===== src/rtl/delay_req_arbiter_pkg.sv =====
// Shared types and defaults for the delay_master request arbiter.
package delay_req_arbiter_pkg;

  typedef enum logic [1:0] {
    ARB_IDLE  = 2'd0,
    ARB_ISSUE = 2'd1,
    ARB_WAIT  = 2'd2,
    ARB_DONE  = 2'd3
  } arb_state_t;

  typedef enum logic {
    OP_READ  = 1'b0,
    OP_WRITE = 1'b1
  } arb_op_t;

  localparam int unsigned DEFAULT_TIMEOUT_CYCLES = 255;

  // Index width for a vector of n entries (at least one bit).
  function automatic int unsigned idx_width(input int unsigned n);
    return (n > 1) ? $clog2(n) : 1;
  endfunction

endpackage


===== src/rtl/delay_req_arbiter_rr_pick.sv =====
// Round-robin pick: first set pending bit at or above rr_ptr, wrapping at n_req.
module delay_req_arbiter_rr_pick
  import delay_req_arbiter_pkg::*;
#(
  parameter int unsigned n_req = 4,
  localparam int unsigned IW = idx_width(n_req)
) (
  input  logic [n_req-1:0] pending,
  input  logic [IW-1:0]    rr_ptr,
  output logic [IW-1:0]    grant,
  output logic             any
);

  int unsigned pos;

  // Walk the rotated request vector and keep the first hit, already unrotated.
  always_comb begin
    grant = '0;
    any   = 1'b0;
    pos   = 0;
    for (int unsigned k = 0; k < n_req; k++) begin
      pos = (32'(rr_ptr) + k) % n_req;
      if (!any && pending[IW'(pos)]) begin
        any   = 1'b1;
        grant = IW'(pos);
      end
    end
  end

endmodule


===== src/rtl/delay_req_arbiter.sv =====
// Round-robin arbiter sharing one delay_master between n_req requesters.
// A requester asserting read and write together gets an atomic read-then-write.
// Optional WAIT timeout with sticky error: define DELAY_ARB_TIMEOUT_EN.
module delay_req_arbiter
  import delay_req_arbiter_pkg::*;
#(
  parameter int unsigned data_width     = 16,
  parameter int unsigned n_req          = 4,
  parameter int unsigned timeout_cycles = DEFAULT_TIMEOUT_CYCLES
) (
  input  logic                        clk,
  input  logic                        reset,
  input  logic [n_req-1:0]            req_read,
  input  logic [n_req-1:0]            req_write,
  input  logic [n_req*data_width-1:0] req_handle,
  input  logic [n_req*data_width-1:0] req_write_data,
  input  logic [n_req*data_width-1:0] req_write_inc,
  output logic [data_width-1:0]       req_read_data,
  output logic [n_req-1:0]            req_read_ready,
  output logic [n_req-1:0]            req_write_ack,
  output logic                        m_read_req,
  output logic                        m_write_req,
  output logic [data_width-1:0]       m_handle,
  output logic [data_width-1:0]       m_write_data,
  output logic [data_width-1:0]       m_write_inc,
  input  logic [data_width-1:0]       m_read_data,
  input  logic                        m_read_valid,
  input  logic                        m_write_ack,
  output logic                        busy,
  output logic                        error
);

  localparam int unsigned DW = data_width;
  localparam int unsigned IW = idx_width(n_req);
  localparam logic [n_req-1:0] ONE = n_req'(1);

  arb_state_t    state;
  arb_op_t       op;
  logic          rmw_write;
  logic [IW-1:0] grant;
  logic [IW-1:0] rr_ptr;
  logic [IW-1:0] pick_idx;
  logic          pick_any;
  logic [IW-1:0] rr_next;

  logic [DW-1:0] h_arr [n_req];
  logic [DW-1:0] d_arr [n_req];
  logic [DW-1:0] i_arr [n_req];

  // Unpack per-requester operand buses.
  for (genvar gi = 0; gi < n_req; gi++) begin : g_unpack
    assign h_arr[gi] = req_handle[gi*DW +: DW];
    assign d_arr[gi] = req_write_data[gi*DW +: DW];
    assign i_arr[gi] = req_write_inc[gi*DW +: DW];
  end

  delay_req_arbiter_rr_pick #(.n_req(n_req)) u_rr_pick (
    .pending (req_read | req_write),
    .rr_ptr  (rr_ptr),
    .grant   (pick_idx),
    .any     (pick_any)
  );

  assign rr_next = (grant == IW'(n_req - 1)) ? '0 : grant + IW'(1);

`ifdef DELAY_ARB_TIMEOUT_EN
  localparam int unsigned CW = $clog2(timeout_cycles + 1);
  logic [CW-1:0] wait_cnt;
  logic          timed_out;
  assign timed_out = (wait_cnt == CW'(timeout_cycles - 1));
`else
  logic unused_timeout_cfg;
  assign unused_timeout_cfg = (timeout_cycles != 0);
  assign error = 1'b0;
`endif

  // Arbiter FSM: grant, issue one master request, wait, respond to the grantee.
  always_ff @(posedge clk) begin
    if (reset) begin
      state          <= ARB_IDLE;
      op             <= OP_READ;
      rmw_write      <= 1'b0;
      grant          <= '0;
      rr_ptr         <= '0;
      m_read_req     <= 1'b0;
      m_write_req    <= 1'b0;
      m_handle       <= '0;
      m_write_data   <= '0;
      m_write_inc    <= '0;
      req_read_data  <= '0;
      req_read_ready <= '0;
      req_write_ack  <= '0;
      busy           <= 1'b0;
`ifdef DELAY_ARB_TIMEOUT_EN
      wait_cnt       <= '0;
      error          <= 1'b0;
`endif
    end else begin
      m_read_req     <= 1'b0;
      m_write_req    <= 1'b0;
      req_read_ready <= '0;
      req_write_ack  <= '0;
      case (state)
        ARB_IDLE: begin
          if (pick_any) begin
            grant        <= pick_idx;
            m_handle     <= h_arr[pick_idx];
            m_write_data <= d_arr[pick_idx];
            m_write_inc  <= i_arr[pick_idx];
            busy         <= 1'b1;
            state        <= ARB_ISSUE;
            if (req_read[pick_idx]) begin
              op         <= OP_READ;
              rmw_write  <= req_write[pick_idx];
              m_read_req <= 1'b1;
            end else begin
              op          <= OP_WRITE;
              rmw_write   <= 1'b0;
              m_write_req <= 1'b1;
            end
          end
        end
        ARB_ISSUE: begin
          state <= ARB_WAIT;
`ifdef DELAY_ARB_TIMEOUT_EN
          wait_cnt <= '0;
`endif
        end
        ARB_WAIT: begin
          if (op == OP_READ && m_read_valid) begin
            req_read_data  <= m_read_data;
            req_read_ready <= ONE << grant;
            state          <= ARB_DONE;
          end else if (op == OP_WRITE && m_write_ack) begin
            req_write_ack <= ONE << grant;
            state         <= ARB_DONE;
          end
`ifdef DELAY_ARB_TIMEOUT_EN
          else if (timed_out) begin
            error <= 1'b1;
            state <= ARB_DONE;
            if (op == OP_READ) begin
              req_read_data  <= '0;
              req_read_ready <= ONE << grant;
            end else begin
              req_write_ack <= ONE << grant;
            end
          end else begin
            wait_cnt <= wait_cnt + CW'(1);
          end
`endif
        end
        ARB_DONE: begin
          if (op == OP_READ && rmw_write) begin
            op          <= OP_WRITE;
            rmw_write   <= 1'b0;
            m_write_req <= 1'b1;
            state       <= ARB_ISSUE;
          end else begin
            rr_ptr <= rr_next;
            busy   <= 1'b0;
            state  <= ARB_IDLE;
          end
        end
        default: state <= ARB_IDLE;
      endcase
    end
  end

endmodule


===== config.mk =====
export PLATFORM = sky130hd
export DESIGN_NAME = delay_req_arbiter
export DESIGN_NICKNAME = d
export VERILOG_FILES = /design/src/rtl/delay_req_arbiter_pkg.sv /design/src/rtl/delay_req_arbiter_rr_pick.sv /design/src/rtl/delay_req_arbiter.sv
export SDC_FILE = /design/constraint.sdc
export NUM_CORES = 1
export LEC_CHECK = 0
export CORE_AREA = 2 2 116 118
export DETAILED_ROUTE_END_ITERATION = 16
export DIE_AREA = 0 0 118 120
export GPL_TIMING_DRIVEN = 1
export PLACE_DENSITY = 0.81
export SETUP_SLACK_MARGIN = 0.5
export SYNTH_ARGS = -nofsm -noshare
export SYNTH_HDL_FRONTEND = slang
export SYNTH_HIERARCHICAL = 1
export SYNTH_SLANG_ARGS = --single-unit

===== constraint.sdc =====
create_clock -name clk -period 6.3 [get_ports clk]
set_input_delay 0.945 -clock clk [delete_from_list [all_inputs] [get_ports clk]]
set_output_delay 0.945 -clock clk [all_outputs]
set_load 0.05 [all_outputs]

Word level (Yosys, flattened, before mapping)
Cells that the tools add are included.
W data, S select, Z words.
{"block": "classes", "addsub": 4, "magnitude_cmp": 6, "n_eq_ne": 8, "shift": 1, "muxes": 50, "bitwise_logic": 9, "n_reduce_logical": 20}
{"op": "$bmux W16 S2", "count": 3}
{"op": "$mux W16", "count": 6}
{"op": "$mux W1", "count": 22}
{"op": "$mux W2", "count": 8}
{"op": "$lt A2 B3 Y1 const B", "count": 5}
{"op": "$bmux W1 S2", "count": 6}
{"op": "$pmux W1 S2", "count": 4}
{"op": "$pmux W2 S4", "count": 1}
{"op": "$reduce_and A2 Y1", "count": 4}
{"op": "$not A1 Y1", "count": 7}
{"op": "$eq A2 B2 Y1 const B", "count": 3}
{"op": "$logic_and A1 B1 Y1", "count": 6}
{"op": "$ne A2 B2 Y1 const B", "count": 3}
{"op": "$reduce_and A3 Y1", "count": 2}
{"op": "$reduce_or A3 Y1", "count": 2}
{"op": "$add A2 B1 Y2 const B", "count": 2}
{"op": "$add A2 B2 Y2 const B", "count": 2}
{"op": "$or A4 B4 Y4", "count": 1}
{"op": "$reduce_or A4 Y1", "count": 1}
{"op": "$shl A1 B2 Y4 const A", "count": 1}
{"op": "$ge A3 B3 Y1 const B", "count": 1}
{"op": "$logic_not A1 Y1", "count": 3}
{"op": "$ne A3 B3 Y1 const B", "count": 1}
{"op": "$not A2 Y3", "count": 1}
{"op": "other kinds (3)", "count": 3}
{"block": "totals", "register_bits": 83, "input_bits": 220, "out_inout_bits": 76, "wordCells": 112}

Depth between registers and ports, before layout
Gate-level depths: netlist of run 1.
{"block": "depth", "ltp_word": 18, "mapped_depth": 9, "mapped_depth_nobuf": 7}

Cells and area by module
Netlist of run 1, hierarchy kept.
{"mod": "delay_req_arbiter", "n_inst": 1, "cells_per_inst": 429, "area_each_um2": 4199.0, "seq_area_each_um2": 1661.6}
{"mod": "delay_req_arbiter_rr_pick", "n_inst": 1, "cells_per_inst": 15, "area_each_um2": 77.6, "seq_area_each_um2": 0.0}

Worst setup path after synthesis of run 1
OpenSTA, ideal clock, no wires.
{"block": "synth_path", "path_type": "input port to flip-flop", "startpoint": "input req_write[2]", "endpoint": "register rmw_write", "setup_ns": 0.129, "arrival_ns": 2.765, "required_ns": 6.171, "slack_ns": 3.406, "stages": 8, "path_buffers": 2, "cell_sequence": "or2_2 > a221o_1 > a21oi_1 > buf_4 > buf_2 > mux4_2 > nand2_1 > o32ai_1"}
{"block": "synth_via", "elab_chain_len": 18, "word_cells_on_any_way": 32, "classes_between": "1 x eq/ne; 23 x mux; 1 x bitwise; 7 x reduce/logical"}
{"element": "start, declared", "line": "delay_req_arbiter.sv:14", "source": "input logic [n_req-1:0] req_write,"}
{"element": "$or A4 B4 Y4 *", "line": "delay_req_arbiter.sv:58", "source": ".pending (req_read | req_write),"}
{"element": "$bmux W1 S2", "line": "delay_req_arbiter_rr_pick.sv:23", "source": "if (!any && pending[IW'(pos)]) begin"}
{"element": "$mux W1 (implied by the code)", "line": "delay_req_arbiter_rr_pick.sv:23"}
{"element": "$mux W1", "line": "delay_req_arbiter_rr_pick.sv:23"}
{"element": "$logic_not A1 Y1", "line": "delay_req_arbiter_rr_pick.sv:23"}
{"element": "$logic_and A1 B1 Y1", "line": "delay_req_arbiter_rr_pick.sv:23"}
{"element": "$mux W1", "line": "delay_req_arbiter_rr_pick.sv:23"}
{"element": "$logic_not A1 Y1", "line": "delay_req_arbiter_rr_pick.sv:23"}
{"element": "[... 3 more ...]"}
{"element": "$logic_and A1 B1 Y1", "line": "delay_req_arbiter_rr_pick.sv:23"}
{"element": "$mux W2 *", "line": "delay_req_arbiter_rr_pick.sv:23"}
{"element": "via pick_idx[0]", "line": "delay_req_arbiter.sv:42", "source": "logic [IW-1:0] pick_idx;"}
{"element": "$bmux W1 S2 (on tied branches)", "line": "delay_req_arbiter.sv:114, delay_req_arbiter.sv:112"}
{"element": "$mux W1 (on tied branches)", "line": "delay_req_arbiter.sv:114, delay_req_arbiter.sv:112"}
{"element": "$mux W1 *", "line": "delay_req_arbiter.sv:112", "source": "if (req_read[pick_idx]) begin"}
{"element": "$mux W1 *", "line": "delay_req_arbiter.sv:105", "source": "if (pick_any) begin"}
{"element": "$pmux W1 S2 *", "line": "delay_req_arbiter.sv:103", "source": "case (state)"}
{"element": "end signal, assigned", "line": "delay_req_arbiter.sv:114", "source": "rmw_write <= req_write[pick_idx];"}
{"element": "end, declared", "line": "delay_req_arbiter.sv:39", "source": "logic rmw_write;"}
The timed path passes the listed nets; every way through them passes the cells marked *. The select of a mux whose other input is x is not followed.
A chain may end at the register's enable or synchronous reset.

Worst setup path in the final report of run 1
{"block": "layout_path", "startpoint": "input req_write[2]", "endpoint": "register m_handle[1]"}
{"block": "layout_via", "elab_chain_len": 17, "word_cells_on_any_way": 28, "classes_between": "19 x mux; 2 x bitwise; 7 x reduce/logical"}
{"element": "$or A4 B4 Y4 *", "line": "delay_req_arbiter.sv:58"}
{"element": "$bmux W1 S2", "line": "delay_req_arbiter_rr_pick.sv:23"}
{"element": "$mux W1 (implied by the code)", "line": "delay_req_arbiter_rr_pick.sv:23"}
{"element": "$mux W1", "line": "delay_req_arbiter_rr_pick.sv:23"}
{"element": "$logic_not A1 Y1", "line": "delay_req_arbiter_rr_pick.sv:23"}
{"element": "$logic_and A1 B1 Y1", "line": "delay_req_arbiter_rr_pick.sv:23"}
{"element": "$mux W1", "line": "delay_req_arbiter_rr_pick.sv:23"}
{"element": "$logic_not A1 Y1", "line": "delay_req_arbiter_rr_pick.sv:23"}
{"element": "$logic_and A1 B1 Y1", "line": "delay_req_arbiter_rr_pick.sv:23"}
{"element": "$mux W1", "line": "delay_req_arbiter_rr_pick.sv:23"}
{"element": "$logic_not A1 Y1", "line": "delay_req_arbiter_rr_pick.sv:23"}
{"element": "$logic_and A1 B1 Y1", "line": "delay_req_arbiter_rr_pick.sv:23"}
{"element": "$mux W2 *", "line": "delay_req_arbiter_rr_pick.sv:23"}
{"element": "via pick_idx[0]", "line": "delay_req_arbiter.sv:42"}
{"element": "$not A2 Y3 (implied by the code) *", "line": "delay_req_arbiter.sv:107", "source": "m_handle <= h_arr[pick_idx];"}
{"element": "$bmux W16 S2 *", "line": "delay_req_arbiter.sv:107"}
{"element": "$mux W16 (implied by the code) * (2 in a row)", "line": "delay_req_arbiter.sv:107"}
{"element": "end signal, assigned", "line": "delay_req_arbiter.sv:107"}
{"element": "end, declared", "line": "delay_req_arbiter.sv:23", "source": "output logic [data_width-1:0] m_handle,"}
Marked as above.

==> key figures, run 1 <==
Run status
  • Outcome: completed

Layout
  • Final Cell Area: 0.00767 mm2
  • Layout overhead on the synthesized area: 79.4%
  • Most common cell after layout, fill and taps aside: clkdlybuf4s50_1
  • Nets@finish: 945
  • Layout cell share with drive strength beyond 1: 0.111
  • ANT cells: 0
  • Fill cell count: 1119
  • Highest-count cells in the layout ignoring fill and taps: clkdlybuf4s50_1, nand2_1, dfxtp_1
  • Final core occ: 0.591

Floorplan
  • Rows: 42
  • Die Width: 118 um
  • I/O pin count: 296
  • Die area: 0.0142 mm2
  • Die Height: 120 um
  • Core Region: 0.0130 mm2
  • Starting Density: 0.329

Min path
  • Worst hold stages: 2
  • HP Class: reg -> reg
  • Worst Hold End: req_read_data[10]
  • Worst hold start: req_read_data[10]

Clock tree
  • Clock-pin slew on the worst setup and hold paths: 0.06 ns
  • Count of hold-fix buffers inserted at cts: 0
  • Setup repair bufs after CTS: 0
  • Clk buf depth: 2
  • Root Buffer: clkbuf_16
  • TritonCTS clock tree: built
  • H-tree depth: 3
  • Worst-Skew Late Latency: 0.33 ns
  • # resized after CTS: 0
  • CTS Sinks: 83
  • TritonCTS buffer count: 9

Global routing
  • Number of antenna violations at the first check in global routing: 0
  • First-pass GRT wire length: 23600 um
  • Pin count of the biggest net entering global routing: 75
  • Vias in the first global route: 4709
  • Gr usage total: 0.212
  • GRT overflow: 0

Flow run
  • Max Cap Viol: 0

Critical path
  • Worst EP arrival: 4.00 ns
  • Critical path class: in -> reg
  • Required @ worst endpoint: 6.48 ns
  • R2R setup slack: 3.35 ns
  • Reg2Reg Capture Point: m_handle[1]
  • Setup crit start kind: input pin
  • Critical path endpoint category: register
  • FF-to-FF path depth: 7
  • FF-to-FF Start: rr_ptr[0]
  • Crit-path max FO: 20

Route
  • Wirelength per Cell: 17.0 um
  • First-pass detailed-route iteration total: 5
  • Vias: 4460
  • ANT nets after route: 0
  • DRC Markers: 0
  • Iter 0 DRT Violations: 162
  • Post-Route WL: 15300 um
  • Vias/cell: 4.96

Timing
  • Worst Max-Slew Pin Slew: 1.02 ns
  • Achievable frequency: 262 MHz
  • Slew Limit Fails: 0
  • Final Skew: 0.00602 ns
  • Setup TNS: 0 ns
  • PnR worst setup slack: 2.48 ns
  • RSZ-0062 raised after global routing: false
  • Final setup violation count: 0
  • Final hold vios: 0
  • Fin crit share: 0.607
  • Slew margin rel.: 0.314
  • Clock period minus worst slack: 3.82 ns

Placement
  • Placed Area: 0.00734 mm2
  • Post-Place Setup Slack: 2.09 ns
  • HPWL after detailed placement: 11900 um
  • Gpl congestion: 0.804
  • Buffers on Ports: 294

Power
  • Pwr Total: 2.67 mW
  • Max IR drop VDD: 261 uV
  • Pwr dens: 348 mW/mm2
  • Static Leak: 2.79 nW

Yosys
  • Yosys Warn Count: 6
  • Syn_area_per_cell: 9.63 um2
  • Post-Syn Area: 0.00428 mm2
  • Count of cell types in the netlist: 35
  • #FFs+latches synth: 83
  • Seq/Total Area, Yosys: 0.389
  • Post-synthesis cell count: 444
  • Net count after synthesis: 671
worst max-delay path, cell delays in order:
cell             delay, ns
clkdlybuf4s50_1       0.44
or2_2                 0.33
a221o_1               0.36
a21oi_4               0.71
buf_4                 0.49
mux4_2                0.55
nand2_1               0.08
a21oi_1               0.08
registers in the layout (all words and copies together), names as in the netlist:
name            count
m_write_req         1
rmw_write           1
state               2
m_read_req          1
req_read_ready      4
busy                1
m_write_data       16
req_write_ack       4
op                  1
rr_ptr              2
m_handle           16
m_write_inc        16
req_read_data      16
grant               2
per-layer routing:
layer | global-route usage | share of wire | vias up
met5 | 0 | 0 | -
met2 | 0.398 | 0.53 | 187
met4 | 0.0881 | 0.027 | 0
met3 | 0.0537 | 0.071 | 29
met1 | 0.226 | 0.37 | 2125
li1 | - | - | 2119
logic make-up (layout without fill, tap and decap cells):
logic type / count (synthesis) / after routing / share of synthesized area
simple gates: 164 / 164 / 0.162
mux: 50 / 50 / 0.263
compound gates: 92 / 92 / 0.118
fa+ha+maj: 7 / 7 / 0.0205
other cells: 1 / 1 / 0.000877
buf+inv: 47 / 326 / 0.0462
flops: 83 / 83 / 0.389
synthesized netlist by cell type:
master / instances / area share
or4_1: 1 / 0.0018
nor2b_1: 2 / 0.0029
buf_4: 4 / 0.0070
a211o_1: 1 / 0.0020
nand3_1: 1 / 0.0012
and3b_1: 2 / 0.0041
a211oi_1: 5 / 0.0088
buf_2: 5 / 0.0059
nand2b_1: 2 / 0.0029
o21ai_0: 5 / 0.0059
inv_2: 1 / 0.00088
a21oi_1: 73 / 0.085
ha_1: 7 / 0.020
buf_1: 1 / 0.00088
o221ai_1: 1 / 0.0020
nand2_1: 134 / 0.12
and4_1: 1 / 0.0020
or2_2: 4 / 0.0059
and2_1: 5 / 0.0073
a21boi_0: 1 / 0.0018
o32ai_1: 1 / 0.0020
and3_1: 5 / 0.0073
a21o_1: 1 / 0.0018
a221o_1: 1 / 0.0023
o211a_1: 1 / 0.0023
o21a_1: 1 / 0.0018
mux4_2: 50 / 0.26
a2111oi_0: 1 / 0.0020
nand3b_1: 2 / 0.0035
nor2_1: 4 / 0.0035
clkbuf_1: 25 / 0.022
conb_1: 1 / 0.00088
or4b_1: 1 / 0.0023
inv_1: 11 / 0.0097
dfxtp_1: 83 / 0.39
worst max path at each step:
stage / to / start / cells past startpoint
floorplan: rmw_write / req_write[2] / 8
global route: m_handle[5] / req_write[2] / 8
finish: m_handle[1] / req_write[2] / 8
CTS: m_write_data[13] / req_read[0] / 8
global placement: m_handle[7] / req_write[2] / 8
detailed placement: m_write_data[11] / req_read[0] / 8
layout make-up:
type	instances	area (um2)	share of cell area
Timing Repair Buffer	298	2970	0.387
Multi-Input combinational cell	314	2440	0.319
Sequential cell	83	1660	0.217
Clock buffer	10	239	0.0312
Tap cell	176	220	0.0287
Clock inverter	6	93.8	0.0122
Inverter	12	45.0	0.00587
report_power, final:
group | internal (mW) | switching [mW]
Sequential | 0.650 | 0.0750
Combinational | 0.531 | 0.823
Clock | 0.363 | 0.224
per-stage QoR:
stage	instances	hold WS, ns
2_1_floorplan	444	0.469
3_3_place_gp	883	0.441
3_5_place_dp	883	0.447
4_1_cts	899	0.455
5_1_grt	899	0.470
6_report	899	0.453
Power figures use the tool's default switching activity.
==> run 2: changes to the inputs <==
==> constraint.sdc (replaced) <==
create_clock -name clk -period 3.58 [get_ports clk]
set_input_delay 0.537 -clock clk [delete_from_list [all_inputs] [get_ports clk]]
set_output_delay 0.537 -clock clk [all_outputs]
set_load 0.05 [all_outputs]
==> run 2 against run 1 <==
Effect of this change: combinational power is 81% higher; design area increased by 1.2%; utilization is 0.68 points higher; sequential power rose by 75%; count of clock-buffer cells in the layout stayed put; total power increased by 80%; clock power up 84%; register-to-register slack got worse by 2.1 ns; hold slack better by 0.00054 ns; die area unchanged; non-clock buffer count grew 4; worst setup slack lost 1.7 ns; critical endpoint is now m_write_data[7].
==> key figures, run 2 (synthesis gave the netlist of run 1 again) <==
Clock tree
  • Clock-pin slew on the worst setup and hold paths: 0.06 ns
  • Setup repair bufs after CTS: 0
  • Root Buffer: clkbuf_16
  • Count of hold-fix buffers inserted at cts: 0
  • Worst-Skew Late Latency: 0.33 ns
  • TritonCTS clock tree: built
  • H-tree depth: 3
  • Clk buf depth: 2
  • # resized after CTS: 0
  • TritonCTS buffer count: 9
  • CTS Sinks: 83

Global routing
  • Number of antenna violations at the first check in global routing: 1
  • Pin count of the biggest net entering global routing: 53
  • First-pass GRT wire length: 24200 um
  • GRT overflow: 0
  • Vias in the first global route: 4760
  • Gr usage total: 0.217

Layout
  • Area taken by multi-input logic gates: 0.00244 mm2
  • Fill cell count: 1117
  • Highest-count cells in the layout ignoring fill and taps: clkdlybuf4s50_1, nand2_1, dfxtp_1
  • Final Cell Area: 0.00776 mm2
  • Layout overhead on the synthesized area: 81.5%
  • Nets@finish: 949
  • Non-Filler Instances: 904
  • Most common cell after layout, fill and taps aside: clkdlybuf4s50_1
  • Layout cell share with drive strength beyond 1: 0.116
  • Register area: 0.00166 mm2

Critical path
  • CP bufs+invs: 2
  • Critical path class: in -> reg
  • Worst path slowest cell: mux4_2
  • Critical path endpoint category: register
  • Crit-path cells: clkdlybuf4s50_1, or2_2, a221o_1, a21oi_4, buf_12, mux4_2, nand2_1, a21oi_1
  • Worst path top cell family by delay: compound AO/OA/AOI/OAI gates
  • Required @ worst endpoint: 3.77 ns
  • Worst EP arrival: 2.97 ns
  • Setup crit start kind: input pin
  • Crit-path max FO: 24
  • CP peak stage delay: 0.54 ns

Route
  • DRC Markers: 0
  • Wirelength per Cell: 17.3 um
  • ANT nets after route: 0
  • Post-Route WL: 15700 um
  • Iter 0 DRT Violations: 188
  • First-pass detailed-route iteration total: 5
  • Vias: 4504
  • Vias/cell: 4.98

Power
  • Static Leak: 2.83 nW
  • Max IR drop VDD: 257 uV
  • Pwr Total: 4.81 mW
  • Pwr dens: 619 mW/mm2

Floorplan
  • Die Width: 118 um
  • Core Region: 0.0130 mm2
  • Die area: 0.0142 mm2
  • Starting Density: 0.329
  • Die Height: 120 um
  • Rows: 42
  • I/O pin count: 296

Placement
  • Placed insts: 887
  • Placed Area: 0.00741 mm2
  • Buffers on Ports: 294
  • Gpl congestion: 0.837
  • HPWL after detailed placement: 12400 um

Timing
  • Final hold vios: 0
  • Achievable frequency: 359 MHz
  • Final setup violation count: 0
  • Final Skew: 0.00681 ns
  • Setup TNS: 0 ns
  • Clock period minus worst slack: 2.78 ns
  • Worst Max-Slew Pin Slew: 1.02 ns
  • Fin crit share: 0.778
  • Slew margin rel.: 0.318
  • Slew Limit Fails: 0
  • RSZ-0062 raised after global routing: false

Min path
  • HP Class: reg -> reg

Run status
  • Outcome: completed

Flow run
  • Max Cap Viol: 0
## run 2: power breakdown
part           total (mW)  internal [mW]  switching, mW
Sequential           1.27           1.14          0.130
Clock                1.08          0.702          0.379
Combinational        2.45          0.980           1.47
## run 2: area by class of cell
| cell class | instances | area share |
|---|---|---|
| timing repair buffer | 302 | 0.391 |
| multi-input combinational | 314 | 0.315 |
| sequential | 83 | 0.214 |
| clock buffer | 10 | 0.0308 |
| tap | 176 | 0.0284 |
| clock inverter | 6 | 0.0145 |
| inverter | 12 | 0.00580 |
| antenna | 1 | 0.000322 |
## run 2: layer usage
layer	part of all wire	track usage	wire length, um	vias up
li1	-	-	-	2127
met1	0.37	0.236	5780	2148
met2	0.54	0.407	8470	198
met3	0.062	0.0475	971	31
met4	0.028	0.0919	440	0
met5	0	0	0	-
## run 2: final timing paths
kind                endpoint           start  slack, ns  depth (start not counted)
min           m_write_inc[5]  m_write_inc[5]       0.45                          2
max reg2reg  m_write_data[7]       rr_ptr[0]       1.27                          7
min reg2reg   m_write_inc[5]  m_write_inc[5]       0.45                          2
max          m_write_data[7]    req_write[0]       0.80                          8
## run 2: per-stage QoR
step                utilization  worst slack (ns)  hold slack [ns]
floorplan                     -              1.09            0.469
global placement          0.571             0.518            0.441
detailed placement        0.571             0.441            0.447
CTS                       0.598             0.795            0.455
global route              0.598             0.670            0.474
finish                    0.598             0.796            0.454
## run 2: worst register-to-register path, cell delays in order, from the launching register on
cell and delay, ns:
dfxtp_1 0.42, inv_2 0.07, a221o_1 0.36, a21oi_4 0.34
buf_12 0.27, mux4_2 0.54, nand2_1 0.09, a21oi_1 0.08
==> run 3: changes to the inputs <==
==> constraint.sdc (replaced) <==
create_clock -name clk -period 2.6 [get_ports clk]
set_input_delay 0.39 -clock clk [delete_from_list [all_inputs] [get_ports clk]]
set_output_delay 0.39 -clock clk [all_outputs]
set_load 0.05 [all_outputs]
==> run 3 against run 2 <==
Effect of this change: hold slack about the same; combinational power up 54%; clock power up 17%; worst setup slack worse by 0.34 ns; count of clock-buffer cells in the layout up 1; via count up 3.8%; design area up 5.3%; sequential cell count unchanged; sequential share of layout area down 1.0 points; clock skew up 0.0011 ns; first-iteration DRC count down 15%.
==> key figures, run 3 (synthesis gave the netlist of run 1 again) <==
Run status
  • Outcome: completed

Clock tree
  • Root Buffer: clkbuf_16
  • Clock-pin slew on the worst setup and hold paths: 0.07 ns
  • Worst-Skew Late Latency: 0.34 ns
  • H-tree depth: 3
  • TritonCTS buffer count: 9
  • TritonCTS clock tree: built
  • CTS Sinks: 83
  • Clk buf depth: 2

Floorplan
  • Rows: 42
  • Core Region: 0.0130 mm2
  • Die Width: 118 um
  • Starting Density: 0.329
  • I/O pin count: 296
  • Die area: 0.0142 mm2
  • Die Height: 120 um

Critical path
  • R2R setup slack: 0.48 ns
  • Crit path from: req_write[0]
  • FF-to-FF Start: rr_ptr[0]
  • Worst EP arrival: 2.37 ns
  • CP bufs+invs: 3
  • Required @ worst endpoint: 2.83 ns
  • Crit-path cells: buf_6, or2_4, a221o_1, a21oi_4, buf_12, buf_12, mux4_2, or4b_4, o211a_1
  • Worst path slowest cell: or4b_4
  • FF-to-FF path depth: 8
  • Critical path class: in -> reg
  • Worst path top cell family by delay: simple AND/OR/NAND/NOR gates
  • Reg2Reg Capture Point: op
  • CP dominant cell by count: buf_12
  • CP peak stage delay: 0.47 ns
  • Critical path endpoint category: register
  • Crit-path max FO: 5
  • Setup crit start kind: input pin

Power
  • Pwr Total: 6.80 mW
  • Max IR drop VDD: 327 uV
  • Pwr dens: 832 mW/mm2
  • Static Leak: 2.99 nW

Route
  • Vias: 4673
  • DRC Markers: 0
  • Vias/cell: 5.04
  • Post-Route WL: 16200 um
  • Iter 0 DRT Violations: 160
  • Wirelength per Cell: 17.5 um
  • ANT nets after route: 0
  • First-pass detailed-route iteration total: 4

Layout
  • Final Cell Area: 0.00817 mm2
  • Nets@finish: 972
  • Highest-count cells in the layout ignoring fill and taps: clkdlybuf4s50_1, nand2_1, dfxtp_1
  • Non-Filler Instances: 927
  • Layout overhead on the synthesized area: 91.0%
  • Most common cell after layout, fill and taps aside: clkdlybuf4s50_1
  • Layout cell share with drive strength beyond 1: 0.196

Placement
  • Post-Place Setup Slack: -0.232 ns
  • Buffers on Ports: 294
  • HPWL after detailed placement: 12400 um
  • Placed insts: 902
  • Placed Area: 0.00758 mm2
  • Gpl congestion: 0.839

Global routing
  • First-pass GRT wire length: 24800 um
  • GRT overflow: 0
  • Pin count of the biggest net entering global routing: 51
  • Vias in the first global route: 4949
  • Number of antenna violations at the first check in global routing: 1
  • Gr usage total: 0.223

Timing
  • Slew Limit Fails: 0
  • RSZ-0062 raised after global routing: true
  • Achievable frequency: 466 MHz
  • Worst Max-Slew Pin Slew: 0.694 ns
  • Slew margin rel.: 0.538
  • Final Skew: 0.00788 ns
  • PnR worst setup slack: 0.454 ns
  • Final setup violation count: 0
  • Fin crit share: 0.825
  • Clock period minus worst slack: 2.15 ns
  • Final hold vios: 0

Min path
  • HP Class: reg -> reg
  • Worst hold stages: 2
  • Worst hold start: req_read_data[9]
  • Worst Hold End: req_read_data[9]

Flow run
  • Max Cap Viol: 0
-- run 3: metal layers --
layer	wire length (um)	part of all wire	GRT usage	vias to the layer above
met2	8860	0.55	0.420	198
met4	334	0.021	0.0828	0
li1	-	-	-	2185
met5	0	0	0	-
met1	6050	0.37	0.246	2265
met3	968	0.060	0.0461	25
-- run 3: layout make-up --
type,count,area [um2]
multi-input cells,314,2570
inverters,12,45.0
repair buffers,325,3370
flip-flops and latches,83,1670
diodes,1,2.50
well taps,176,220
clock buffers,11,253
fillers,1034,4810
clock inverters,5,45.0
-- run 3: where the power goes --
part           switching (mW)  total [mW]  internal (mW)  leakage (nW)
clock                   0.549        1.26          0.714         0.144
combinational            2.16        3.78           1.62          2.17
sequential              0.183        1.76           1.58         0.682
total                    2.89        6.80           3.91          2.99
-- run 3: worst register-to-register path: stages, from the launching register on --
cell,delay [ns]
dfxtp_4,0.37
inv_2,0.04
a221o_1,0.33
a21oi_4,0.18
buf_12,0.15
buf_12,0.11
mux4_2,0.25
or4b_4,0.47
o211a_1,0.13
-- run 3: worst max path at each step --
stage | endpoint | slack (ns) | cells past startpoint
floorplan | op | 0.42 | 7
CTS | op | 0.42 | 8
global placement | m_write_inc[3] | -0.16 | 9
global route | op | 0.40 | 9
finish | op | 0.45 | 9
detailed placement | m_write_data[15] | -0.23 | 9
-- run 3: metrics by stage --
step / hold slack (ns) / utilization / TNS (ns)
after global placement: 0.441 / 0.584 / -6.40
after floorplan: 0.469 / - / 0
after CTS: 0.451 / 0.622 / 0
after global routing: 0.473 / 0.629 / 0
final: 0.454 / 0.629 / 0
after detailed placement: 0.446 / 0.584 / -9.64
-- run 3: what timing repair did --
| item | in CTS | in global routing |
|---|---|---|
| gates cloned | 3 | 0 |
| endpoints found under the setup margin | 52 | 52 |
| buffers inserted | 5 | 0 |
| gates resized for setup | 48 | 29 |
| pin swaps | 25 | 15 |
| hold buffers | 0 | 0 |
